**src/rtl/accel_widget.sv**
```systemverilog
// Per-axis sprite position engine: button-driven acceleration or autonomous bounce,
// stepping once per frame tick, with a combinational hit test against the scan position.
module accel_widget #(
  parameter int XW            = 11,
  parameter int RIGHT_BORDER  = 799,
  parameter int BOTTOM_BORDER = 599,
  parameter int INIT_X        = 384,
  parameter int INIT_Y        = 284,
  parameter int SPEED_MIN     = 1,
  parameter int SPEED_MAX     = 8,
  parameter int SPEED_W       = 5,
  parameter int ACCEL_TICKS   = 4
) (
  input  logic               clk,
  input  logic               reset,
  input  logic               tick,
  input  logic               enable,
  input  logic [1:0]         mode,
  input  logic               up,
  input  logic               down,
  input  logic               left,
  input  logic               right,
  input  logic               load,
  input  logic [XW-1:0]      firstX,
  input  logic [XW-1:0]      firstY,
  input  logic [8:0]         xSize,
  input  logic [8:0]         ySize,
  input  logic [XW-1:0]      X,
  input  logic [XW-1:0]      Y,
  output logic [XW-1:0]      myX,
  output logic [XW-1:0]      myY,
  output logic [SPEED_W-1:0] speedX,
  output logic [SPEED_W-1:0] speedY,
  output logic               atLeft,
  output logic               atRight,
  output logic               atTop,
  output logic               atBottom,
  output logic               yes
);

  localparam int SW   = XW + 2;
  localparam int HC_W = (ACCEL_TICKS > 1) ? $clog2(ACCEL_TICKS) : 1;
  localparam logic signed [SW-1:0] BX = SW'(RIGHT_BORDER);
  localparam logic signed [SW-1:0] BY = SW'(BOTTOM_BORDER);

  typedef enum logic [1:0] {IDLE = 2'd0, NEG = 2'd1, POS = 2'd2} dir_t;

  typedef struct packed {
    logic [XW-1:0]      p;
    dir_t               st;
    logic [SPEED_W-1:0] spd;
    logic [HC_W-1:0]    hc;
  } axis_t;

  axis_t ax_x, ax_y;

  function automatic axis_t axis_next(input axis_t cur, input logic [8:0] s,
                                      input logic signed [SW-1:0] b, input logic bounce,
                                      input logic neg, input logic pos);
    axis_t                nx;
    dir_t                 req;
    dir_t                 dir;
    logic signed [SW-1:0] se, pmax, pe, step, t, np;
    nx   = cur;
    dir  = IDLE;
    step = '0;
    t    = '0;
    se   = $signed(SW'(s));
    pe   = $signed({2'b00, cur.p});
    pmax = (se > b) ? '0 : b - se;
    req  = (neg && !pos) ? NEG : ((pos && !neg) ? POS : IDLE);
    if (bounce) begin
      dir    = (cur.st == NEG) ? NEG : POS;
      step   = SW'(SPEED_MIN);
      nx.spd = SPEED_W'(SPEED_MIN);
      nx.hc  = '0;
    end else if (req != cur.st) begin
      dir    = req;
      nx.st  = req;
      nx.spd = SPEED_W'(SPEED_MIN);
      nx.hc  = '0;
      step   = (req == IDLE) ? '0 : SW'(SPEED_MIN);
    end else if (cur.st != IDLE) begin
      dir  = cur.st;
      step = SW'(cur.spd);
      if (cur.hc == HC_W'(ACCEL_TICKS - 1)) begin
        nx.hc  = '0;
        nx.spd = (cur.spd >= SPEED_W'(SPEED_MAX)) ? SPEED_W'(SPEED_MAX) : cur.spd + SPEED_W'(1);
      end else begin
        nx.hc = cur.hc + HC_W'(1);
      end
    end else begin
      dir = IDLE;
    end
    // Clamp against the border; position arithmetic is wide enough never to wrap.
    case (dir)
      NEG: begin
        t  = pe - step;
        np = (t < 0) ? '0 : t;
      end
      POS: begin
        t  = pe + step;
        np = (t > pmax) ? pmax : t;
      end
      default: np = pe;
    endcase
    nx.p = np[XW-1:0];
    if (bounce) begin
      if (dir == NEG && np == '0) nx.st = POS;
      else if (dir == POS && np == pmax) nx.st = NEG;
      else nx.st = dir;
    end
    return nx;
  endfunction

  // Axis state registers: load overrides enable, motion only on enabled ticks.
  always_ff @(posedge clk or negedge reset) begin
    if (!reset) begin
      ax_x <= '{p: XW'(INIT_X), st: IDLE, spd: SPEED_W'(SPEED_MIN), hc: '0};
      ax_y <= '{p: XW'(INIT_Y), st: IDLE, spd: SPEED_W'(SPEED_MIN), hc: '0};
    end else if (load) begin
      ax_x <= '{p: firstX, st: IDLE, spd: SPEED_W'(SPEED_MIN), hc: '0};
      ax_y <= '{p: firstY, st: IDLE, spd: SPEED_W'(SPEED_MIN), hc: '0};
    end else if (enable && tick) begin
      ax_x <= axis_next(ax_x, xSize, BX, mode[0], left, right);
      ax_y <= axis_next(ax_y, ySize, BY, mode[1], up, down);
    end else begin
      ax_x <= ax_x;
      ax_y <= ax_y;
    end
  end

  logic [XW:0] x_end, y_end;

  assign myX    = ax_x.p;
  assign myY    = ax_y.p;
  assign speedX = ax_x.spd;
  assign speedY = ax_y.spd;

  assign atLeft   = (ax_x.p == '0);
  assign atTop    = (ax_y.p == '0);
  assign atRight  = ($signed({2'b00, ax_x.p}) == BX - $signed(SW'(xSize)));
  assign atBottom = ($signed({2'b00, ax_y.p}) == BY - $signed(SW'(ySize)));

  assign x_end = {1'b0, ax_x.p} + (XW+1)'(xSize);
  assign y_end = {1'b0, ax_y.p} + (XW+1)'(ySize);
  assign yes   = (X >= ax_x.p) && ({1'b0, X} <= x_end) &&
                 (Y >= ax_y.p) && ({1'b0, Y} <= y_end);

endmodule

```
**config.mk**
```make
export PLATFORM = sky130hd
export DESIGN_NAME = accel_widget
export DESIGN_NICKNAME = d
export VERILOG_FILES = /design/src/rtl/accel_widget.sv
export SDC_FILE = /design/constraint.sdc
export NUM_CORES = 1
export LEC_CHECK = 0
export BUFFER_PORTS_ARGS = -buffer_cell sky130_fd_sc_hd__buf_2
export CAP_MARGIN = 20
export CORE_ASPECT_RATIO = 0.75
export CORE_MARGIN = 10
export CORE_UTILIZATION = 61
export CTS_CLUSTER_SIZE = 14
export DETAILED_ROUTE_END_ITERATION = 7
export PLACE_DENSITY_LB_ADDON = 0.08
export SYNTH_ARGS = -nofsm -noshare
export SYNTH_HDL_FRONTEND = slang
export SYNTH_SLANG_ARGS = --single-unit
export TNS_END_PERCENT = 10
```
**constraint.sdc**
```tcl
create_clock -name clk -period 6.6 [get_ports clk]
set_input_delay 0 -clock clk [delete_from_list [all_inputs] [get_ports clk]]
set_output_delay 0 -clock clk [all_outputs]
set_load 0.005 [all_outputs]
```
==> impl_metrics.prom, run 1 <==
# TYPE chip_impl_metric gauge
chip_impl_metric{name="maxCapViolCount",unit=""} 0
chip_impl_info{name="cp_max_stage_cell",value="sky130_fd_sc_hd__or4b_1"} 1
chip_impl_metric{name="final-setup-viol-count",unit=""} 0
chip_impl_metric{name="design.core.area",unit="sq um"} 13610
chip_impl_metric{name="mappedNetlistNets",unit=""} 1329
chip_impl_metric{name="synthArstFlopShare",unit="%"} 100.0
chip_impl_metric{name="routed_wirelength",unit="um"} 30930
chip_impl_metric{name="synth-seq-cells",unit=""} 40
chip_impl_info{name="rsz_0062_raised_after_global_routing",value="no"} 1
chip_impl_metric{name="final_nets",unit=""} 1397
chip_impl_metric{name="drt-pass1-iter-count",unit=""} 6
chip_impl_metric{name="timing_max_transition_violations_final",unit=""} 0
chip_impl_metric{name="cts_setup_buffers",unit=""} 0
chip_impl_metric{name="die_h",unit="um"} 121.9
chip_impl_info{name="path_cells",value="xnor2_1 > a31oi_1 > nor2_1 > nand2_1 > ha_1 > inv_2 > a211oi_2 > a21oi_1 > xnor2_1 > inv_1 > ha_1 > a211oi_1 > o21ai_0 > o221ai_1 > a221oi_1 > a211o_2 > nor2_2 > o311ai_0 > or4b_1 > o32ai_2 > a22o_1"} 1
chip_impl_metric{name="p_leak",unit="nW"} 4.185
chip_impl_metric{name="horizontal_die_dimension",unit="um"} 155.8
chip_impl_metric{name="dieArea",unit="sq um"} 18980
chip_impl_metric{name="max-clock-path-buffers",unit=""} 2
chip_impl_metric{name="h-tree-depth",unit=""} 2
chip_impl_metric{name="yosys_warnings",unit=""} 0
chip_impl_metric{name="synth_edf_count",unit=""} 0
chip_impl_metric{name="finalSetupTns",unit="ps"} 0
chip_impl_metric{name="grt_max_degree",unit=""} 51
chip_impl_metric{name="drive_gt1_share",unit="%"} 13.69
chip_impl_metric{name="remaining_drc_errors",unit=""} 0
chip_impl_metric{name="avgSynthCellArea",unit="sq um"} 7.427
chip_impl_info{name="min_path_type",value="input port to register"} 1
chip_impl_metric{name="first_global_vias",unit=""} 8825
chip_impl_metric{name="slew_headroom",unit="%"} 34.03
chip_impl_metric{name="fill_cells",unit=""} 1197
chip_impl_metric{name="critical_path.max_fanout",unit=""} 10
chip_impl_info{name="worst_setup_path_start_kind",value="register"} 1
chip_impl_metric{name="power.density",unit="nW/um^2"} 185.7
chip_impl_info{name="synthFlopType",value="sky130_fd_sc_hd__dfrtp_1"} 1
chip_impl_metric{name="peakVddDrop",unit="mV"} 0.1347
chip_impl_metric{name="clk_pin_slew",unit="ps"} 70
chip_impl_metric{name="via_count",unit=""} 9354
chip_impl_metric{name="clock_sinks",unit=""} 40
chip_impl_metric{name="max_freq",unit="MHz"} 164.6
chip_impl_metric{name="sequential_share_of_the_synthesized_area",unit="%"} 11.98
chip_impl_metric{name="detail_route.vias_per_cell",unit=""} 6.773
chip_impl_metric{name="synth_cell_types",unit=""} 96
chip_impl_metric{name="globalplace.congestion",unit=""} 1.048
chip_impl_metric{name="grt_usage",unit="%"} 31.23
chip_impl_metric{name="cts_buffers",unit=""} 5
chip_impl_metric{name="syn-instance-count",unit=""} 1136
chip_impl_metric{name="first_iter_violations",unit=""} 1172
chip_impl_metric{name="cp_data_required_time",unit="ps"} 6850
chip_impl_metric{name="fin_total_pwr",unit="mW"} 1.704
chip_impl_metric{name="ant_nets",unit=""} 0
chip_impl_metric{name="final_core_util",unit="%"} 67.41
chip_impl_metric{name="arrival",unit="ps"} 6320
chip_impl_metric{name="grt-ovfl-total",unit=""} 0
chip_impl_metric{name="routedWlPerCell",unit="um"} 22.40
chip_impl_metric{name="netlist_area",unit="sq um"} 8437
chip_impl_metric{name="grt_antenna_before_repair",unit=""} 1
chip_impl_metric{name="io_pins",unit=""} 110
chip_impl_info{name="clockRootBuffer",value="sky130_fd_sc_hd__clkbuf_16"} 1
chip_impl_metric{name="final.min_clock_period",unit="ps"} 6075
chip_impl_metric{name="timing_hold_violations_final",unit=""} 0
chip_impl_metric{name="final_worst_clock_skew",unit="ps"} 11.53
chip_impl_metric{name="area.growth.synth_to_final",unit="%"} 8.750
chip_impl_metric{name="worst-slew-pin-transition",unit="ps"} 989.5
chip_impl_metric{name="clock_latency",unit="ps"} 310
chip_impl_info{name="tritoncts_clock_tree",value="built"} 1
chip_impl_metric{name="hpwl_detailed",unit="um"} 24340
chip_impl_metric{name="cpPeakStageDelay",unit="ps"} 640
chip_impl_metric{name="grt_pass1_wl",unit="um"} 48120
chip_impl_metric{name="period_share",unit="%"} 92.05
chip_impl_metric{name="numPortBuffers",unit=""} 109
chip_impl_info{name="outcome",value="completed"} 1
chip_impl_metric{name="start_util",unit="%"} 61.99
chip_impl_info{name="worst-setup-path-type",value="register to register"} 1
chip_impl_metric{name="std_cell_rows",unit=""} 37
chip_impl_metric{name="r2r_slack",unit="ps"} 520
chip_impl_info{name="timing.critical_path.to_type",value="register"} 1
per-layer routing:
metal / up-vias / global-route usage (%) / part of all wire (%)
li1: 4291 / - / -
met1: 4355 / 44.79 / 44
met2: 642 / 42.52 / 39
met3: 66 / 13.35 / 15
met4: 0 / 5.601 / 1.7
met5: - / 0 / 0
flip-flops by register name (all words and copies together), names as in the netlist:
| signal | count |
|---|---|
| ax_y | 4 |
| myX | 11 |
| speedX | 5 |
| speedY | 5 |
| myY | 11 |
| ax_x | 4 |
cell families (layout without fill, tap and decap cells):
group                    after synthesis  in the layout  synth area share [%]
other                                  0              1                     0
AND/OR/NAND/NOR                      345            345                 20.26
XOR/XNOR                              68             68                 7.148
AO/OA/AOI/OAI                        383            383                 30.91
adder cells (fa/ha/maj)              120            120                 18.33
multiplexers                          16             16                 1.928
flip-flops                            40             40                 11.98
buffers and inverters                164            233                 9.447
critical path: cells and delay by family (launching register included):
family,cells,cell delay (ps)
simple gates,4,1240
flops,1,460
compound gates,11,2590
xor+xnor,2,720
buf+inv,2,230
fa+ha+maj,2,760
cell usage after synthesis, drive strengths merged (7+ instances only):
library cell  count  area, sq um
ha              114         1426
nand2           110        412.9
o21ai            94        474.2
a21oi            85        429.2
inv              85        319.1
nor2             64        242.7
xnor2            56        498.0
buf              50        369.1
nor3             38        190.2
dfrtp            32        800.8
nand3            27        135.1
clkbuf           24        90.09
o21a             24        180.2
nand4            22        137.6
nor2b            22        137.6
a21o             20        150.1
a211oi           19        165.2
mux2i            14        140.1
o21bai           14        105.1
a31oi            13        81.33
o22ai            13        81.33
xor2             12        105.1
nand2b           10        62.56
nor4             10        77.57
or4              10        83.83
dfstp             8        210.2
o2111ai           8        70.07
a2111oi           7        80.08
a21boi            7        63.81
o211ai            7        52.55
where the power goes:
part           internal [mW]  total, mW  switching (mW)
sequential             0.271      0.348          0.0772
clock                  0.180      0.301           0.120
combinational          0.410       1.06           0.646
stage by stage:
stage / instances / worst slack [ps] / hold slack [ps] / instance area (sq um)
finish: 1381 / 524.7 / 37.98 / 9175
global route: 1381 / 38.07 / 28.22 / 9175
CTS: 1380 / 626.7 / 15.58 / 9165
detailed placement: 1350 / 653.7 / 196.2 / 8772
global placement: 1350 / 892.4 / 189.6 / 8772
floorplan: 1136 / 1610 / -295.6 / 8437
path summary, 6_finish.rpt:
check                      cells after the start       from  endpoint
min in group asynchronous                      2      reset   ax_y[8]
hold reg to reg                                1    ax_x[1]   ax_x[1]
max in group asynchronous                      2      reset   myY[10]
setup / recovery                              21    ax_y[8]   ax_y[8]
setup reg to reg                              21    ax_y[8]   ax_y[8]
hold / removal                                 3  firstY[8]    myY[8]
repair_timing:
item                                    CTS  global route
hold endpoints to repair                 53             0
hold buffers                             22             0
gates resized for setup                   0             1
endpoints found under the setup margin    0             2
final cells by class:
| type | instances | area (sq um) | area share (%) |
|---|---|---|---|
| antenna | 1 | 2.502 | 0.02727 |
| clock buffer | 5 | 125.1 | 1.364 |
| clock inverter | 3 | 47.55 | 0.5182 |
| inverter | 90 | 337.8 | 3.682 |
| multi-input combinational | 932 | 6636 | 72.33 |
| sequential | 40 | 1011 | 11.02 |
| tap | 175 | 219.0 | 2.386 |
| timing repair buffer | 135 | 795.8 | 8.673 |
cells in the final DEF, fill, tap and decap left out, types with 12 or more instances in the layout:
cell type and n:
sky130_fd_sc_hd__ha_1 114, sky130_fd_sc_hd__nand2_1 110, sky130_fd_sc_hd__buf_2 109, sky130_fd_sc_hd__o21ai_0 89, sky130_fd_sc_hd__a21oi_1 84, sky130_fd_sc_hd__inv_1 81, sky130_fd_sc_hd__nor2_1 63, sky130_fd_sc_hd__xnor2_1 55
sky130_fd_sc_hd__nor3_1 38, sky130_fd_sc_hd__dfrtp_1 32, sky130_fd_sc_hd__nand3_1 27, sky130_fd_sc_hd__o21a_1 24, sky130_fd_sc_hd__nor2b_1 22, sky130_fd_sc_hd__nand4_1 22, sky130_fd_sc_hd__dlygate4sd3_1 22, sky130_fd_sc_hd__a21o_1 20
sky130_fd_sc_hd__a211oi_1 16, sky130_fd_sc_hd__o21bai_1 14, sky130_fd_sc_hd__mux2i_1 14, sky130_fd_sc_hd__a31oi_1 13, sky130_fd_sc_hd__o22ai_1 13, sky130_fd_sc_hd__xor2_1 12
Power figures use the tool's default switching activity.
==> run 2: changes to the inputs <==
==> constraint.sdc (replaced) <==
create_clock -name clk -period 6.6 [get_ports clk]
set_input_delay 0.33 -clock clk [delete_from_list [all_inputs] [get_ports clk]]
set_output_delay 0.33 -clock clk [all_outputs]
set_load 0.005 [all_outputs]
==> impl_metrics.prom, run 2 (synthesis gave the netlist of run 1 again) <==
# TYPE chip_impl_metric gauge
chip_impl_info{name="outcome",value="completed"} 1
chip_impl_metric{name="grt_antenna_before_repair",unit=""} 0
chip_impl_metric{name="remaining_drc_errors",unit=""} 0
chip_impl_metric{name="timing_max_transition_violations_final",unit=""} 0
chip_impl_metric{name="std_cell_rows",unit=""} 37
chip_impl_metric{name="max_freq",unit="MHz"} 165.9
chip_impl_metric{name="final-setup-viol-count",unit=""} 0
chip_impl_metric{name="clock_latency",unit="ps"} 300
chip_impl_info{name="path_cells",value="xnor2_1 > a31oi_1 > nor2_1 > nand2_1 > ha_1 > inv_2 > a211oi_2 > a21oi_1 > xnor2_1 > inv_1 > ha_1 > a211oi_1 > o21ai_0 > o221ai_1 > a221oi_1 > a211o_2 > nor2_2 > o311ai_0 > or4b_1 > o32ai_2 > a21oi_1"} 1
chip_impl_metric{name="maxCapViolCount",unit=""} 0
chip_impl_metric{name="grt_max_degree",unit=""} 51
chip_impl_info{name="tritoncts_clock_tree",value="built"} 1
chip_impl_info{name="clockRootBuffer",value="sky130_fd_sc_hd__clkbuf_16"} 1
chip_impl_metric{name="grt-ovfl-total",unit=""} 0
chip_impl_metric{name="routedWlPerCell",unit="um"} 21.75
chip_impl_metric{name="r2r_slack",unit="ps"} 570
chip_impl_metric{name="hold_buf_cts",unit=""} 0
chip_impl_metric{name="slew_headroom",unit="%"} 31.58
chip_impl_info{name="worst_setup_path_start_kind",value="register"} 1
chip_impl_info{name="final_common_cell",value="sky130_fd_sc_hd__ha_1"} 1
chip_impl_metric{name="final_nets",unit=""} 1379
chip_impl_metric{name="cpPeakStageDelay",unit="ps"} 680
chip_impl_metric{name="globalplace.congestion",unit=""} 1.112
chip_impl_metric{name="detail_route.vias_per_cell",unit=""} 6.659
chip_impl_metric{name="grt_use_met2",unit="%"} 40.54
chip_impl_metric{name="clock_sinks",unit=""} 40
chip_impl_metric{name="p_leak",unit="nW"} 4.111
chip_impl_metric{name="io_pins",unit=""} 110
chip_impl_metric{name="start_util",unit="%"} 61.99
chip_impl_metric{name="clk_pin_slew",unit="ps"} 60
chip_impl_info{name="rsz_0062_raised_after_global_routing",value="no"} 1
chip_impl_metric{name="area.growth.synth_to_final",unit="%"} 6.377
chip_impl_metric{name="cts_buffers",unit=""} 5
chip_impl_metric{name="critical_path.max_fanout",unit=""} 10
chip_impl_metric{name="finalSetupTns",unit="ps"} 0
chip_impl_metric{name="worst-slew-pin-transition",unit="ps"} 1026
chip_impl_metric{name="peakVddDrop",unit="mV"} 0.1673
chip_impl_metric{name="via_count",unit=""} 9070
chip_impl_metric{name="grt_usage",unit="%"} 30.21
chip_impl_info{name="top_usage_layer",value="met1"} 1
chip_impl_metric{name="fill_cells",unit=""} 1295
chip_impl_metric{name="routed_wirelength",unit="um"} 29620
chip_impl_metric{name="design.core.area",unit="sq um"} 13610
chip_impl_metric{name="cts_setup_buffers",unit=""} 0
chip_impl_metric{name="ant_nets",unit=""} 0
chip_impl_metric{name="final.min_clock_period",unit="ps"} 6029
chip_impl_metric{name="post_cts.resized_instances",unit=""} 0
chip_impl_info{name="min_path_type",value="input port to async pin"} 1
chip_impl_metric{name="numPortBuffers",unit=""} 109
chip_impl_metric{name="path_buf_inv",unit=""} 2
chip_impl_metric{name="use_met1",unit="%"} 44.19
chip_impl_metric{name="hpwl_detailed",unit="um"} 23840
chip_impl_metric{name="power.density",unit="nW/um^2"} 187.2
chip_impl_metric{name="grt_pass1_wl",unit="um"} 46720
chip_impl_info{name="timing.critical_path.to_type",value="register"} 1
chip_impl_metric{name="die_h",unit="um"} 121.9
chip_impl_metric{name="arrival",unit="ps"} 6210
chip_impl_metric{name="antenna_diode_count",unit=""} 0
chip_impl_info{name="mostFrequentLayoutCells",value="sky130_fd_sc_hd__ha_1 (114), sky130_fd_sc_hd__nand2_1 (110), sky130_fd_sc_hd__buf_2 (109)"} 1
chip_impl_metric{name="final_worst_clock_skew",unit="ps"} 3.435
chip_impl_info{name="cp_max_stage_cell",value="sky130_fd_sc_hd__or4b_1"} 1
chip_impl_metric{name="period_share",unit="%"} 91.35
chip_impl_metric{name="cp_data_required_time",unit="ps"} 6780
chip_impl_info{name="path_delay_family",value="compound AO/OA/AOI/OAI gates"} 1
chip_impl_metric{name="max-clock-path-buffers",unit=""} 2
chip_impl_metric{name="drt-pass1-iter-count",unit=""} 6
chip_impl_metric{name="m3_gr_usage",unit="%"} 11.55
chip_impl_metric{name="dieArea",unit="sq um"} 18980
chip_impl_metric{name="first_iter_violations",unit=""} 1397
chip_impl_metric{name="timing_hold_violations_final",unit=""} 0
chip_impl_metric{name="final_core_util",unit="%"} 65.94
chip_impl_metric{name="horizontal_die_dimension",unit="um"} 155.8
chip_impl_metric{name="drive_gt1_share",unit="%"} 14.24
chip_impl_metric{name="first_global_vias",unit=""} 8524
chip_impl_info{name="worst-setup-path-type",value="register to register"} 1
chip_impl_metric{name="h-tree-depth",unit=""} 2
[run 2: changes by cell type in the layout (fill, tap and decap cells not counted), sizes merged]
cell         delta
diode           -1
dlygate4sd3    -22
buf             +4
[run 2: worst paths after layout]
path                                start  depth (start not counted)       to
worst max-delay path              ax_y[8]                         21  ax_y[7]
worst min-delay path                reset                          1   myY[5]
worst max register to register    ax_y[8]                         21  ax_y[7]
worst min register to register    ax_x[1]                          1  ax_x[1]
max in group asynchronous           reset                          1   myY[7]
min in group clk                firstX[0]                          3   myX[0]
[run 2: metal layers]
metal,wire length [um],vias to the layer above
met3,4589,68
li1,-,4245
met2,11290,625
met4,585,2
met5,47,-
met1,13100,4130
[run 2: where the power goes]
| group | internal, mW | total [mW] | switching [mW] | leakage [nW] |
|---|---|---|---|---|
| logic | 0.404 | 1.05 | 0.642 | 3.53 |
| clock network | 0.180 | 0.298 | 0.118 | 0.0840 |
| registers | 0.271 | 0.337 | 0.0659 | 0.499 |
| total | 0.855 | 1.68 | 0.826 | 4.11 |
[run 2: cell type report]
class                      count  area, sq um  share of cell area, %
clock buffer                   5        125.1                  1.394
clock inverter                 3        47.55                 0.5298
inverter                      90        337.8                  3.764
multi-input combinational    932         6629                  73.86
sequential                    40         1011                  11.26
tap                          175        219.0                  2.440
timing repair buffer         117        605.6                  6.748
[run 2: worst reg2reg max path: cells and delay by family (launching register included)]
kind / cells / cell delay [ps]
AO/OA/AOI/OAI: 11 / 2430
XOR/XNOR: 2 / 780
adder cells (fa/ha/maj): 2 / 720
buffers and inverters: 2 / 240
flip-flops: 1 / 460
AND/OR/NAND/NOR: 4 / 1280
[run 2: stage by stage]
stage	area [sq um]	setup WS (ps)	hold slack, ps	std cells	power (mW)
2_1_floorplan	8437	1483	34.41	1136	1.068
5_1_grt	8975	98.59	234.7	1362	1.795
3_5_place_dp	8802	474.1	486.3	1354	1.340
3_3_place_gp	8802	607.5	489.9	1354	1.332
4_1_cts	8975	709.6	213.0	1362	1.643
6_report	8975	570.6	176.9	1362	1.680
